==> config.mk <==
export PLATFORM = sky130hd
export DESIGN_NAME = cell_test_sequencer_flat
export DESIGN_NICKNAME = d
export VERILOG_FILES = /design/src/rtl/cell_test_pkg.sv /design/src/rtl/cell_test_sequencer_if.sv /design/src/rtl/cell_test_settle_timer.sv /design/src/rtl/cell_test_sequencer.sv /design/src/flat_wrapper.sv
export SDC_FILE = /design/constraint.sdc
export NUM_CORES = 1
export LEC_CHECK = 0
export ABC_AREA = 1
export BUFFER_PORTS_ARGS = -buffer_cell sky130_fd_sc_hd__buf_4
export CAP_MARGIN = 20
export CORE_MARGIN = 4
export CORE_UTILIZATION = 61
export CTS_BUF_LIST = sky130_fd_sc_hd__clkbuf_4 sky130_fd_sc_hd__clkbuf_8
export CTS_CLUSTER_DIAMETER = 200
export DETAILED_ROUTE_END_ITERATION = 10
export PLACE_DENSITY = 0.94
export SETUP_SLACK_MARGIN = 0.2
export SYNTH_ARGS = -nofsm -noshare
export SYNTH_HDL_FRONTEND = slang
export SYNTH_SLANG_ARGS = --single-unit
export TNS_END_PERCENT = 30
==> constraint.sdc <==
create_clock -name clk -period 2 [get_ports clk]
set_input_delay 0.2 -clock clk [delete_from_list [all_inputs] [get_ports clk]]
set_output_delay 0.2 -clock clk [all_outputs]
set_load 0.02 [all_outputs]
==> src/rtl/cell_test_pkg.sv <==
// Shared types and golden truth tables for the library-cell test sequencer.
package cell_test_pkg;

    typedef enum logic [1:0] {
        ST_IDLE,
        ST_SETTLE,
        ST_SAMPLE,
        ST_FINISH
    } state_e;

    // Bit i is the expected Y for input vector i; AOI211 vector is {A,B,C1,C2}.
    localparam logic [15:0] AOI211_TRUTH = 16'h0007;

endpackage

==> src/rtl/cell_test_sequencer_if.sv <==
// Control, status and cell-facing signals of the test sequencer.
interface cell_test_sequencer_if #(
    parameter int N_IN = 4,
    parameter int ERRW = N_IN + 1
);
    logic            start;
    logic            loop;
    logic            dut_y;
    logic [N_IN-1:0] stim;
    logic            busy;
    logic            done;
    logic            pass;
    logic [ERRW-1:0] err_count;
    logic            fail_valid;
    logic [N_IN-1:0] first_fail_vec;

    modport master (
        input  start, loop, dut_y,
        output stim, busy, done, pass, err_count, fail_valid, first_fail_vec
    );

    modport slave (
        output start, loop, dut_y,
        input  stim, busy, done, pass, err_count, fail_valid, first_fail_vec
    );
endinterface

==> src/rtl/cell_test_settle_timer.sv <==
// Down-counter that times how long each vector is held before Y is sampled.
module cell_test_settle_timer #(
    parameter int SETTLE = 3
) (
    input  logic clk,
    input  logic rst,
    input  logic load,
    input  logic dec,
    output logic zero
);
    localparam int            CW     = (SETTLE > 1) ? $clog2(SETTLE) : 1;
    localparam logic [CW-1:0] RELOAD = CW'(SETTLE - 1);

    logic [CW-1:0] count_q;
    logic [CW-1:0] count_d;

    always_comb begin
        count_d = count_q;
        if (load) begin
            count_d = RELOAD;
        end else if (dec && (count_q != '0)) begin
            count_d = count_q - CW'(1);
        end
    end

    always_ff @(posedge clk) begin
        if (rst) begin
            count_q <= '0;
        end else begin
            count_q <= count_d;
        end
    end

    assign zero = (count_q == '0);

endmodule

==> src/rtl/cell_test_sequencer.sv <==
// Walks a combinational cell through every input vector and checks Y against a truth table.
module cell_test_sequencer
    import cell_test_pkg::*;
#(
    parameter int                     N_IN   = 4,
    parameter int                     SETTLE = 3,
    parameter logic [(1<<N_IN)-1:0]   TRUTH  = AOI211_TRUTH,
    parameter int                     ERRW   = N_IN + 1
) (
    input  logic                 clk,
    input  logic                 rst,
    cell_test_sequencer_if.master bus
);
    localparam int            VW       = N_IN + 1;
    localparam logic [VW-1:0] LAST_VEC = VW'((1 << N_IN) - 1);

    state_e          state_q, state_d;
    logic [VW-1:0]   vec_q, vec_d;
    logic            busy_q, busy_d;
    logic            done_q, done_d;
    logic            pass_q, pass_d;
    logic [ERRW-1:0] err_count_q, err_count_d;
    logic            fail_valid_q, fail_valid_d;
    logic [N_IN-1:0] first_fail_vec_q, first_fail_vec_d;

    logic timer_load;
    logic timer_dec;
    logic timer_zero;
    logic mismatch;

    cell_test_settle_timer #(.SETTLE(SETTLE)) u_timer (
        .clk  (clk),
        .rst  (rst),
        .load (timer_load),
        .dec  (timer_dec),
        .zero (timer_zero)
    );

    assign mismatch = (bus.dut_y != TRUTH[vec_q[N_IN-1:0]]);

    always_comb begin
        state_d          = state_q;
        vec_d            = vec_q;
        busy_d           = busy_q;
        done_d           = 1'b0;
        pass_d           = pass_q;
        err_count_d      = err_count_q;
        fail_valid_d     = fail_valid_q;
        first_fail_vec_d = first_fail_vec_q;
        timer_load       = 1'b0;
        timer_dec        = 1'b0;

        case (state_q)
            ST_IDLE: begin
                if (bus.start) begin
                    vec_d        = '0;
                    err_count_d  = '0;
                    fail_valid_d = 1'b0;
                    pass_d       = 1'b0;
                    busy_d       = 1'b1;
                    timer_load   = 1'b1;
                    state_d      = ST_SETTLE;
                end
            end
            ST_SETTLE: begin
                if (timer_zero) begin
                    state_d = ST_SAMPLE;
                end else begin
                    timer_dec = 1'b1;
                end
            end
            ST_SAMPLE: begin
                if (mismatch) begin
                    if (err_count_q != '1) begin
                        err_count_d = err_count_q + ERRW'(1);
                    end
                    if (!fail_valid_q) begin
                        first_fail_vec_d = vec_q[N_IN-1:0];
                        fail_valid_d     = 1'b1;
                    end
                end
                if (vec_q < LAST_VEC) begin
                    vec_d      = vec_q + VW'(1);
                    timer_load = 1'b1;
                    state_d    = ST_SETTLE;
                end else begin
                    // Registering done/pass here lines them up with the FINISH cycle.
                    done_d  = 1'b1;
                    pass_d  = (err_count_d == '0) && !fail_valid_d;
                    state_d = ST_FINISH;
                end
            end
            ST_FINISH: begin
                vec_d = '0;
                if (bus.loop) begin
                    timer_load = 1'b1;
                    state_d    = ST_SETTLE;
                end else begin
                    busy_d  = 1'b0;
                    state_d = ST_IDLE;
                end
            end
            default: begin
                state_d = ST_IDLE;
            end
        endcase
    end

    always_ff @(posedge clk) begin
        if (rst) begin
            state_q          <= ST_IDLE;
            vec_q            <= '0;
            busy_q           <= 1'b0;
            done_q           <= 1'b0;
            pass_q           <= 1'b0;
            err_count_q      <= '0;
            fail_valid_q     <= 1'b0;
            first_fail_vec_q <= '0;
        end else begin
            state_q          <= state_d;
            vec_q            <= vec_d;
            busy_q           <= busy_d;
            done_q           <= done_d;
            pass_q           <= pass_d;
            err_count_q      <= err_count_d;
            fail_valid_q     <= fail_valid_d;
            first_fail_vec_q <= first_fail_vec_d;
        end
    end

    assign bus.stim           = vec_q[N_IN-1:0];
    assign bus.busy           = busy_q;
    assign bus.done           = done_q;
    assign bus.pass           = pass_q;
    assign bus.err_count      = err_count_q;
    assign bus.fail_valid     = fail_valid_q;
    assign bus.first_fail_vec = first_fail_vec_q;

endmodule
==> src/flat_wrapper.sv <==
// flat-port wrapper written by rule: the top's interface ports become plain ports
module cell_test_sequencer_flat import cell_test_pkg::*;
#(
    parameter int                     N_IN   = 4,
    parameter int                     SETTLE = 3,
    parameter logic [(1<<N_IN)-1:0]   TRUTH  = AOI211_TRUTH,
    parameter int                     ERRW   = N_IN + 1
)
  (clk, rst, bus_start, bus_loop, bus_dut_y, bus_stim, bus_busy, bus_done, bus_pass, bus_err_count, bus_fail_valid, bus_first_fail_vec);
  cell_test_sequencer_if #(.N_IN(N_IN), .ERRW(ERRW)) bus_i ();
  input  logic clk;
  input  logic rst;
  input wire logic [$bits(bus_i.start)-1:0] bus_start;
  input wire logic [$bits(bus_i.loop)-1:0] bus_loop;
  input wire logic [$bits(bus_i.dut_y)-1:0] bus_dut_y;
  output wire logic [$bits(bus_i.stim)-1:0] bus_stim;
  output wire logic [$bits(bus_i.busy)-1:0] bus_busy;
  output wire logic [$bits(bus_i.done)-1:0] bus_done;
  output wire logic [$bits(bus_i.pass)-1:0] bus_pass;
  output wire logic [$bits(bus_i.err_count)-1:0] bus_err_count;
  output wire logic [$bits(bus_i.fail_valid)-1:0] bus_fail_valid;
  output wire logic [$bits(bus_i.first_fail_vec)-1:0] bus_first_fail_vec;
  assign bus_i.start = bus_start;
  assign bus_i.loop = bus_loop;
  assign bus_i.dut_y = bus_dut_y;
  assign bus_stim = bus_i.stim;
  assign bus_busy = bus_i.busy;
  assign bus_done = bus_i.done;
  assign bus_pass = bus_i.pass;
  assign bus_err_count = bus_i.err_count;
  assign bus_fail_valid = bus_i.fail_valid;
  assign bus_first_fail_vec = bus_i.first_fail_vec;
  cell_test_sequencer #(.N_IN(N_IN), .SETTLE(SETTLE), .TRUTH(TRUTH), .ERRW(ERRW)) u_core (.clk(clk), .rst(rst), .bus(bus_i));
endmodule
Word-level counts from Yosys, hierarchy flattened

Memories as Yosys holds them, arrays and structs flattened. A register that Yosys moved wholly into a read port is not among the register bits.
Index checks and enable logic that the tools add are counted.

RAM bits: 0
Bits of input ports: 5
Latch bits: 0
Memories: 1
Bits in read-only memories: 16
Word-level logic and storage cells: 80
Flip-flop bits (word level): 22

Bitwise operators: 2
Muxes and demuxes: 33
Eq/ne operators: 10
Reduce and logical (&&, ||, !) cells: 19
Magnitude comparators: 2
Shift operators: 0
Div/mod/pow operators: 0
$add $sub $neg: 3
$mul: 0

Memories:

| memory          | depth | bits a word | read ports | clocked after memory_dff | write ports | RTL line                  | source |
|---|---|---|---|---|---|---|---|
| (no name shown) | 16    | 1           | 1          | 1                        | 0           | cell_test_sequencer.sv:39 | `assign mismatch = (bus.dut_y != TRUTH[vec_q[N_IN-1:0]]);` |

Operator list:

| cell                                                                     | number |
|---|---|
| 5-bit 2-to-1 mux                                                         | 5 |
| 5-bit one-hot mux with 3 select lines                                    | 1 |
| 1-bit 2-to-1 mux                                                         | 14 |
| 3-bit AND reduction                                                      | 4 |
| 5-bit by 1-bit adder with 5-bit output (second input constant)           | 2 |
| 2-bit 2-to-1 mux                                                         | 5 |
| 5-bit one-hot mux with 2 select lines                                    | 1 |
| 4-bit 2-to-1 mux                                                         | 2 |
| 2-bit one-hot mux with 4 select lines                                    | 1 |
| 2-bit nonzero test                                                       | 4 |
| 2-bit inequality test (second input constant)                            | 3 |
| 1-bit one-hot mux with 2 select lines                                    | 3 |
| 5-bit logical NOT                                                        | 1 |
| 4-bit by 5-bit < comparator with 1-bit output (second input constant)    | 1 |
| 5-bit by 4-bit < comparator with 1-bit output (second input constant)    | 1 |
| 5-bit inequality test (second input constant)                            | 1 |
| 2-bit == test (second input constant)                                    | 2 |
| 2-bit logical NOT                                                        | 2 |
| 2-bit by 1-bit inequality test with 1-bit output (second input constant) | 2 |
| 2-bit AND reduction                                                      | 2 |
| 2-bit OR reduction                                                       | 2 |
| 1-bit one-hot mux with 3 select lines                                    | 1 |
| 3-bit nonzero test                                                       | 1 |
| 2-bit by 1-bit == test with 1-bit output (second input constant)         | 1 |
| 5 further kinds                                                          | 7 |

Depth between registers and ports, before layout

Gate-level depths: netlist (run 1).

Word-level depth: 9
Gate-level depth with buffers: 10
Gate-level depth less buffers: 10

By module

Synthesis (run 1) repeated with hierarchy kept, for this count alone.

Cell total of the unflattened synthesis: 177
Area total of the unflattened synthesis: 1219.9 µm²

By module, submodules not included:

| module                 | times used | area an instance (µm²) | cells each |
|---|---|---|---|
| cell_test_sequencer    | 1          | 1102.3                 | 158 |
| cell_test_settle_timer | 1          | 117.6                  | 19 |

Worst setup path before layout (run 1)

Ideal clock, no wire load.

Kind: reg-to-reg
Start: register u_core.err_count_q[0], in the netlist u_core.bus.err_count[0]
End: register u_core.pass_q, in the netlist u_core.bus.pass
Stages on the path, launching flop included: 10
Setup time: 0.071 ns
Arrival: 1.344 ns
Path buffers: 0
Path slack: 0.585 ns
Path through: dfxtp_1 -> ha_1 -> nand4_1 -> nand2_1 -> nand2_1 -> nand2_1 -> nand2_1 -> nor2_1 -> nand2_1 -> a21oi_1

Cells in the longest elaborated chain, start to end: 8
Elaborated cells on any way between the ends: 9

RTL lines:

| element                                                                                | RTL line                                             | source |
|---|---|---|
| start, declared                                                                        | cell_test_sequencer.sv:22                            | `logic [ERRW-1:0] err_count_q, err_count_d;` |
| start signal, assigned                                                                 | cell_test_sequencer.sv:125                           | `err_count_q <= err_count_d;` |
| 5-bit by 1-bit adder with 5-bit output / 5-bit inequality test (equally long branches) | cell_test_sequencer.sv:75, cell_test_sequencer.sv:74 |  |
| 5-bit 2-to-1 mux                                                                       | cell_test_sequencer.sv:74                            | `if (err_count_q != '1) begin` |
| 5-bit 2-to-1 mux (*)                                                                   | cell_test_sequencer.sv:73                            | `if (mismatch) begin` |
| 5-bit 2-to-1 mux (*)                                                                   | cell_test_sequencer.sv:53                            | `case (state_q)` |
| 5-bit logical NOT (*)                                                                  | cell_test_sequencer.sv:89                            | `pass_d = (err_count_d == '0) && !fail_valid_d;` |
| 1-bit logical AND (*)                                                                  | cell_test_sequencer.sv:89                            |  |
| 1-bit 2-to-1 mux (*)                                                                   | cell_test_sequencer.sv:82                            | `if (vec_q < LAST_VEC) begin` |
| 1-bit one-hot mux with 2 select lines (*)                                              | cell_test_sequencer.sv:53                            |  |
| end signal, assigned                                                                   | cell_test_sequencer.sv:124                           | `pass_q <= pass_d;` |
| end, declared                                                                          | cell_test_sequencer.sv:21                            | `logic pass_q, pass_d;` |

Every way passes the cells marked *; elsewhere a longest branch is shown, timed or not. The select of a mux whose other input is x is not followed.
A chain may end at the register's enable or synchronous reset.

Final worst setup path (run 1)

Start: register u_core.state_q[1]
End: register u_core.pass_q, in the netlist u_core.bus.pass

Cells in the longest elaborated chain, start to end: 3
Elaborated cells on any way between the ends: 7

RTL lines:

| element                                                                             | RTL line                   | source |
|---|---|---|
| start, declared                                                                     | cell_test_sequencer.sv:17  | `state_e state_q, state_d;` |
| start signal, assigned                                                              | cell_test_sequencer.sv:120 | `state_q <= state_d;` |
| 2-bit == test / 2-bit logical NOT (equally long branches)                           | cell_test_sequencer.sv:53  |  |
| 2-bit inequality test (no source line) / 2-bit nonzero test (equally long branches) | n/a                        |  |
| 3-bit AND reduction (no source line)                                                | n/a                        |  |

Several ways; a longest one is shown, not always the timed one.

==> metrics, run 1 <==
CTS sink count=23; worst slack, placed=541.7 ps; Leak=just under 0.7 nW; commonest register cell after synthesis=dfxtp_1; top-level I/O count=22; Via density=5.356; Max-Cap Viols=0; period utilization=75.24%; Hold Buf Count CTS=0; Placed Cells incl. Taps=215; Detail Placement HPWL=approximately 2.1 mm; RSZ-0062 raised after global routing=false; Worst EP arrival=1770 ps; htree depth=1; post-route ant nets=0; Min-Delay Path Class=in2reg; num rows=16; Vias=~1200; Multi-input gate area=between 600 and 700 um^2; Die Ht=53.13 um; commonest non-fill, non-tap cell in the layout=nand2_1; Seq/Total Area, Yosys=37.06%; synthesized area per cell=7.182 um^2; most frequent cells in the layout=nand2_1 (40), inv_1 (27), dfxtp_1 (23); vias in the first global route=1175; TritonCTS clock tree=done; die area=0.002823 mm^2; Post-synth EDFFs=0; P per Cell Area=699.9 mW/mm^2; hold path depth=2; Yosys reg bits=23; Critical Path RT=approximately 2300 ps; relative slew slack=80.01%; syn nets=between 150 and 200; PnR Total Power=0.9930 mW; wire length of the first global-routing pass=4.823 mm; TNS Setup=0 ps; DIE WIDTH=53.13 um; cells on worst reg2reg path=8; Slew Viols, Final=0; layout cells sized above 1=20.83%; CP endpoint kind=flop; YS warnings=0; min Tclk post-route=1505 ps; endpoints failing hold=0; CTS max path bufs=2; Port Buffers=21; drt wl/cell=12.25 um; Initial Util=63.98%; fill cell total of the finished layout=roughly 160; R2R setup slack=between 400 and 500 ps; Synth-to-Final Area Change=14.20%; n_diodes=0; worst vdd ir=approximately 670 uV; Syn Std Cell Area=0.001242 mm^2; Placeable Area=0.001942 mm^2; Yosys cell types=25; CTS resizes=0; Final WS setup=around 500 ps; # DRC=0; total gr overflow=0; Clock Skew=2.185 ps; Reg clk slew, reported paths=130 ps; setup bufs post-CTS=0; drt first pass iters=4; Num CTS Buffers=3; status=finished clean; initial drt markers=33; Final nets=approximately 200; CP Max Fanout=12; Clock Latency Late Sink=around 330 ps; GPL Wtd Cong=0.8921; largest net degree at the start of global routing=13; Mapped Cells=173; Finished Layout Cells=~220; Async SR Flop Fraction=0%; GRT Total Usage=23.39%; CTS root buf=clkbuf_4; crit path kind=reg2reg; CP Launch Type=flop; Slew @ Worst Pin=299.4 ps; Routed Wire Length=2.682 mm; Sequential Area=460.4 um^2; setup violators final=0; Fmax=664.5 MHz; initial antenna violation count=0
-- worst max-delay path, cell delays in order (launching register included) --
cell and delay (ps):
dfxtp_1 390, inv_1 120, nor2_4 260, nand2_1 170, nor3_2 140, nand2_1 80, nor2_1 100, nand2_1 70
a21oi_1 120
-- cell families after synthesis --
family	count (synthesis)	share of synthesized area (%)
AO/OA/AOI/OAI	28	12.09
flip-flops	23	37.06
adder cells (fa/ha/maj)	3	3.021
buffers and inverters	34	12.08
AND/OR/NAND/NOR	85	35.75
-- cell type report --
type,instances,share of cell area [%]
Clock buffer,4,2.116
Inverter,28,7.407
Sequential cell,23,32.45
Timing Repair Buffer,21,11.11
Tap cell,27,2.381
Multi-Input combinational cell,116,44.53
-- final timing paths --
kind                                     to                       from
setup / recovery            u_core.bus.pass          u_core.state_q[1]
hold / removal      u_core.bus.err_count[4]                        rst
setup reg to reg            u_core.bus.pass          u_core.state_q[1]
hold reg to reg   u_core.u_timer.count_q[0]  u_core.u_timer.count_q[0]
-- routing by layer --
layer	vias up	track usage, %	part of all wire (%)
met1	540	25.30	42
met4	0	12.77	2.8
met3	9	3.662	3.4
met5	-	0	0
met2	29	42.77	52
li1	595	-	-
-- state kept, by name (all words and copies together), names as in the netlist, named ones only --
register / cells
u_core.vec_q: 5
u_core.bus.fail_valid: 1
u_core.state_q: 2
u_core.u_timer.count_q: 2
u_core.bus.err_count: 5
u_core.bus.done: 1
u_core.bus.pass: 1
u_core.bus.busy: 1
u_core.bus.first_fail_vec: 4
-- power breakdown --
group / total (mW) / internal (mW) / switching (mW) / leakage, nW
combinational: 0.235 / 0.0837 / 0.151 / 0.483
clock: 0.243 / 0.0919 / 0.151 / 0.0184
sequential: 0.515 / 0.486 / 0.0292 / 0.187
-- metrics by stage --
step	hold WS (ps)	util, %	cell area [um^2]
final	130.8	73.07	1419
after global routing	135.8	73.07	1419
after CTS	137.6	73.07	1419
after detailed placement	453.2	71.52	1389
after global placement	440.2	71.52	1389
after floorplan	370.4	-	1242
-- cells in the mapped netlist, types with 2 or more instances --
cell	count	area [um^2]
nand2_2	2	12.51
buf_4	4	30.03
dfxtp_1	23	460.4
inv_1	27	101.4
nand3_1	17	85.08
nor2_1	8	30.03
nand2_4	2	22.52
a21oi_1	14	70.07
a211oi_1	2	15.01
ha_1	3	37.54
nor2_2	2	12.51
nand2_1	40	150.1
nand4_1	6	37.54
nor2_4	3	33.78
o21ai_0	10	50.05
No activity file was read; power rests on OpenSTA's default activity.
==> inputs of run 2 (changes only) <==
Settings changed: CORE_UTILIZATION 61 to 57, PLACE_DENSITY 0.94 to 0.89.
Clock period 2 ns to 1.6 ns, I/O delays scaled along.
==> run 2 against run 1 <==
  * Combinational power increased by 34%
  * Power increased by 25%
  * Sequential share of layout area is 0.71 points lower
  * Clock skew increased by 4.8 ps
  * Core utilization is 0.82 points higher
  * First-iteration DRC count down 6.1%
  * Wire length grew 11%
  * Sequential power grew 26%
  * Via count increased by 3.1%
  * Sequential cell count is the same
  * Hold slack worse by 43 ps
  * Clock power grew 16%
==> metrics, run 2 (synthesized netlist as in run 1, its figures left out) <==
Min-Delay Path Class=in2reg; hold slack final=87.62 ps (-43.21 ps); crit path to=u_core.bus.pass; Leak=0.7123 nW (+3.4%); CP Depth=9 (+1); CP Max Fanout=4 (-8); commonest non-fill, non-tap cell in the layout=nand2_1; crit-path most repeated cell=nand2_1; Crit Reg-Reg Startpoint=u_core.bus.err_count[0]; WP buf/inv=0 (-1); TritonCTS clock tree=done; PnR Total Power=1.245 mW (+25%); Slew Viols, Final=0 (unchanged); Via density=5.397 (+0.77%); min Tclk post-route=1390 ps (-115.0 ps); TNS Setup=0 ps (unchanged); initial antenna violation count=0 (unchanged); largest net degree at the start of global routing=14 (+1); Comb power frac=25.3% (+1.6 points); GPL Wtd Cong=0.9370 (+5.0%); Placeable Area=0.002022 mm^2 (+4.1%); layout cells sized above 1=28.93% (+8.1 points); CTS sink count=23 (unchanged); net load switching power=0.4232 mW (+28%); Detail Placement HPWL=2.142 mm (+2.0%); status=finished clean; Top delay family on crit path=simple AND/OR/NAND/NOR gates; post-route ant nets=0 (unchanged); Fmax=719.5 MHz (+8.3%); most frequent cells in the layout=nand2_1 (39), inv_1 (27), buf_4 (26); CP endpoint kind=flop; GRT Total Usage=22.45% (-0.94 points); hold path startpoint=rst; DIE WIDTH=54.69 um (+2.9%); R2R setup slack=210 ps (-290 ps); relative slew slack=82.43% (+2.4 points); Final nets=206 (+2.5%); Critical Path RT=1870 ps (-400 ps); clock share of power=22.7% (-1.8 points); n_diodes=0 (unchanged); CP peak stage delay=390 ps (about the same); worst vdd ir=744.9 uV (+11%); htree depth=1 (unchanged); Seq pwr share=52.0% (+0.2 points); RSZ-0062 raised after global routing=true; Finished Layout Cells=224 (+2.3%); CTS max path bufs=2 (unchanged); endpoints failing hold=0 (unchanged); placed cell areas=0.001390 mm^2 (about the same); r2r endpoint=u_core.bus.pass; Reg clk slew, reported paths=130 ps (about the same); CTS root buf=clkbuf_4; setup violators final=0 (unchanged); Critical Path Start=u_core.bus.err_count[0]; fin area=0.001494 mm^2 (+5.3%); crit path kind=reg2reg; # DRC=0 (unchanged); Num CTS Buffers=3 (unchanged); Placed Cells incl. Taps=215 (unchanged); drt first pass iters=4 (unchanged); initial drt markers=31 (-6.1%); Max-Cap Viols=0 (unchanged); Worst EP arrival=1660 ps (-110 ps); top-level I/O count=22 (unchanged); Initial Util=61.45% (-2.5 points); wire length of the first global-routing pass=4.816 mm (-0.15%); Vias=1209 (+3.1%); drt wl/cell=13.23 um (+8.0%); Net Sw Frac=34.00% (+0.60 points); Port Buffers=21 (unchanged); worst-path cell chain=ha_4 > nand4_1 > nand2_1 > nand2_1 > nand2_1 > nand2_1 > nor2_1 > nand2_1 > a21oi_2; vias in the first global route=1161 (-1.2%); die area=0.002990 mm^2 (+5.9%); total gr overflow=0 (unchanged); cells on worst reg2reg path=9 (+1); P per Cell Area=833.1 mW/mm^2 (+19%); num rows=16 (unchanged); period utilization=86.86% (+12 points); Clock Latency Late Sink=330 ps (about the same); CP Launch Type=flop; Routed Wire Length=2.964 mm (+11%); Internal=0.8215 mW (+24%); Clock Skew=6.995 ps (+4.810 ps); Slew @ Worst Pin=261.2 ps (-38.23 ps); Die Ht=54.69 um (+2.9%); Synth-to-Final Area Change=20.24%; Slowest-stage cell, CP=dfxtp_4
## run 2: area by class of cell
cell class | instances | area [um^2]
multi-input combinational | 116 | 658.1
clock inverter | 1 | 5.005
tap | 27 | 33.78
sequential | 23 | 474.2
clock buffer | 3 | 22.52
timing repair buffer | 26 | 195.2
fill | 159 | 528.0
inverter | 28 | 105.1
## run 2: power by group through the flow
stage | clock network (mW) | logic [mW] | registers, mW
after CTS | 0.280 | 0.305 | 0.642
final | 0.283 | 0.315 | 0.647
after global placement | 0 | 0.279 | 0.654
after global routing | 0.302 | 0.350 | 0.652
after floorplan | 0 | 0.216 | 0.661
after detailed placement | 0 | 0.292 | 0.657
## run 2: how the worst min path moves through the flow
stage	endpoint	slack, ps	depth (start not counted)
after CTS	u_core.bus.err_count[0]	90	2
after global placement	u_core.bus.err_count[0]	430	2
after floorplan	u_core.vec_q[3]	330	3
after detailed placement	u_core.bus.err_count[0]	430	2
final	u_core.bus.err_count[0]	90	2
after global routing	u_core.state_q[0]	100	2
## run 2: timing repair
item | in CTS | in global routing
pin swaps | 2 | 1
hold buffers | 0 | 0
setup endpoints to repair | 7 | 10
buffers inserted | 5 | 0
resized for setup | 4 | 12
## run 2: per-layer routing
layer / vias to the layer above / track usage (%) / part of all wire [%]
met5: - / 0 / 0
met4: 0 / 11.62 / 3.5
met3: 13 / 5.177 / 4.2
met2: 36 / 39.37 / 50
met1: 553 / 24.83 / 42
li1: 607 / - / -
## run 2: worst reg2reg max path, stage by stage, from the launching register on
cell     delay (ps)
dfxtp_4         390
ha_4            150
nand4_1         160
nand2_1         150
nand2_1          90
nand2_1          70
nand2_1          50
nor2_1           80
nand2_1          70
a21oi_2         130
## run 2: metrics by stage
step | setup WS (ps) | util, %
2_1_floorplan | 205.7 | -
3_3_place_gp | 182.9 | 68.75
3_5_place_dp | 116.5 | 68.75
4_1_cts | 216.0 | 72.46
5_1_grt | 113.1 | 73.89
6_report | 210.2 | 73.89
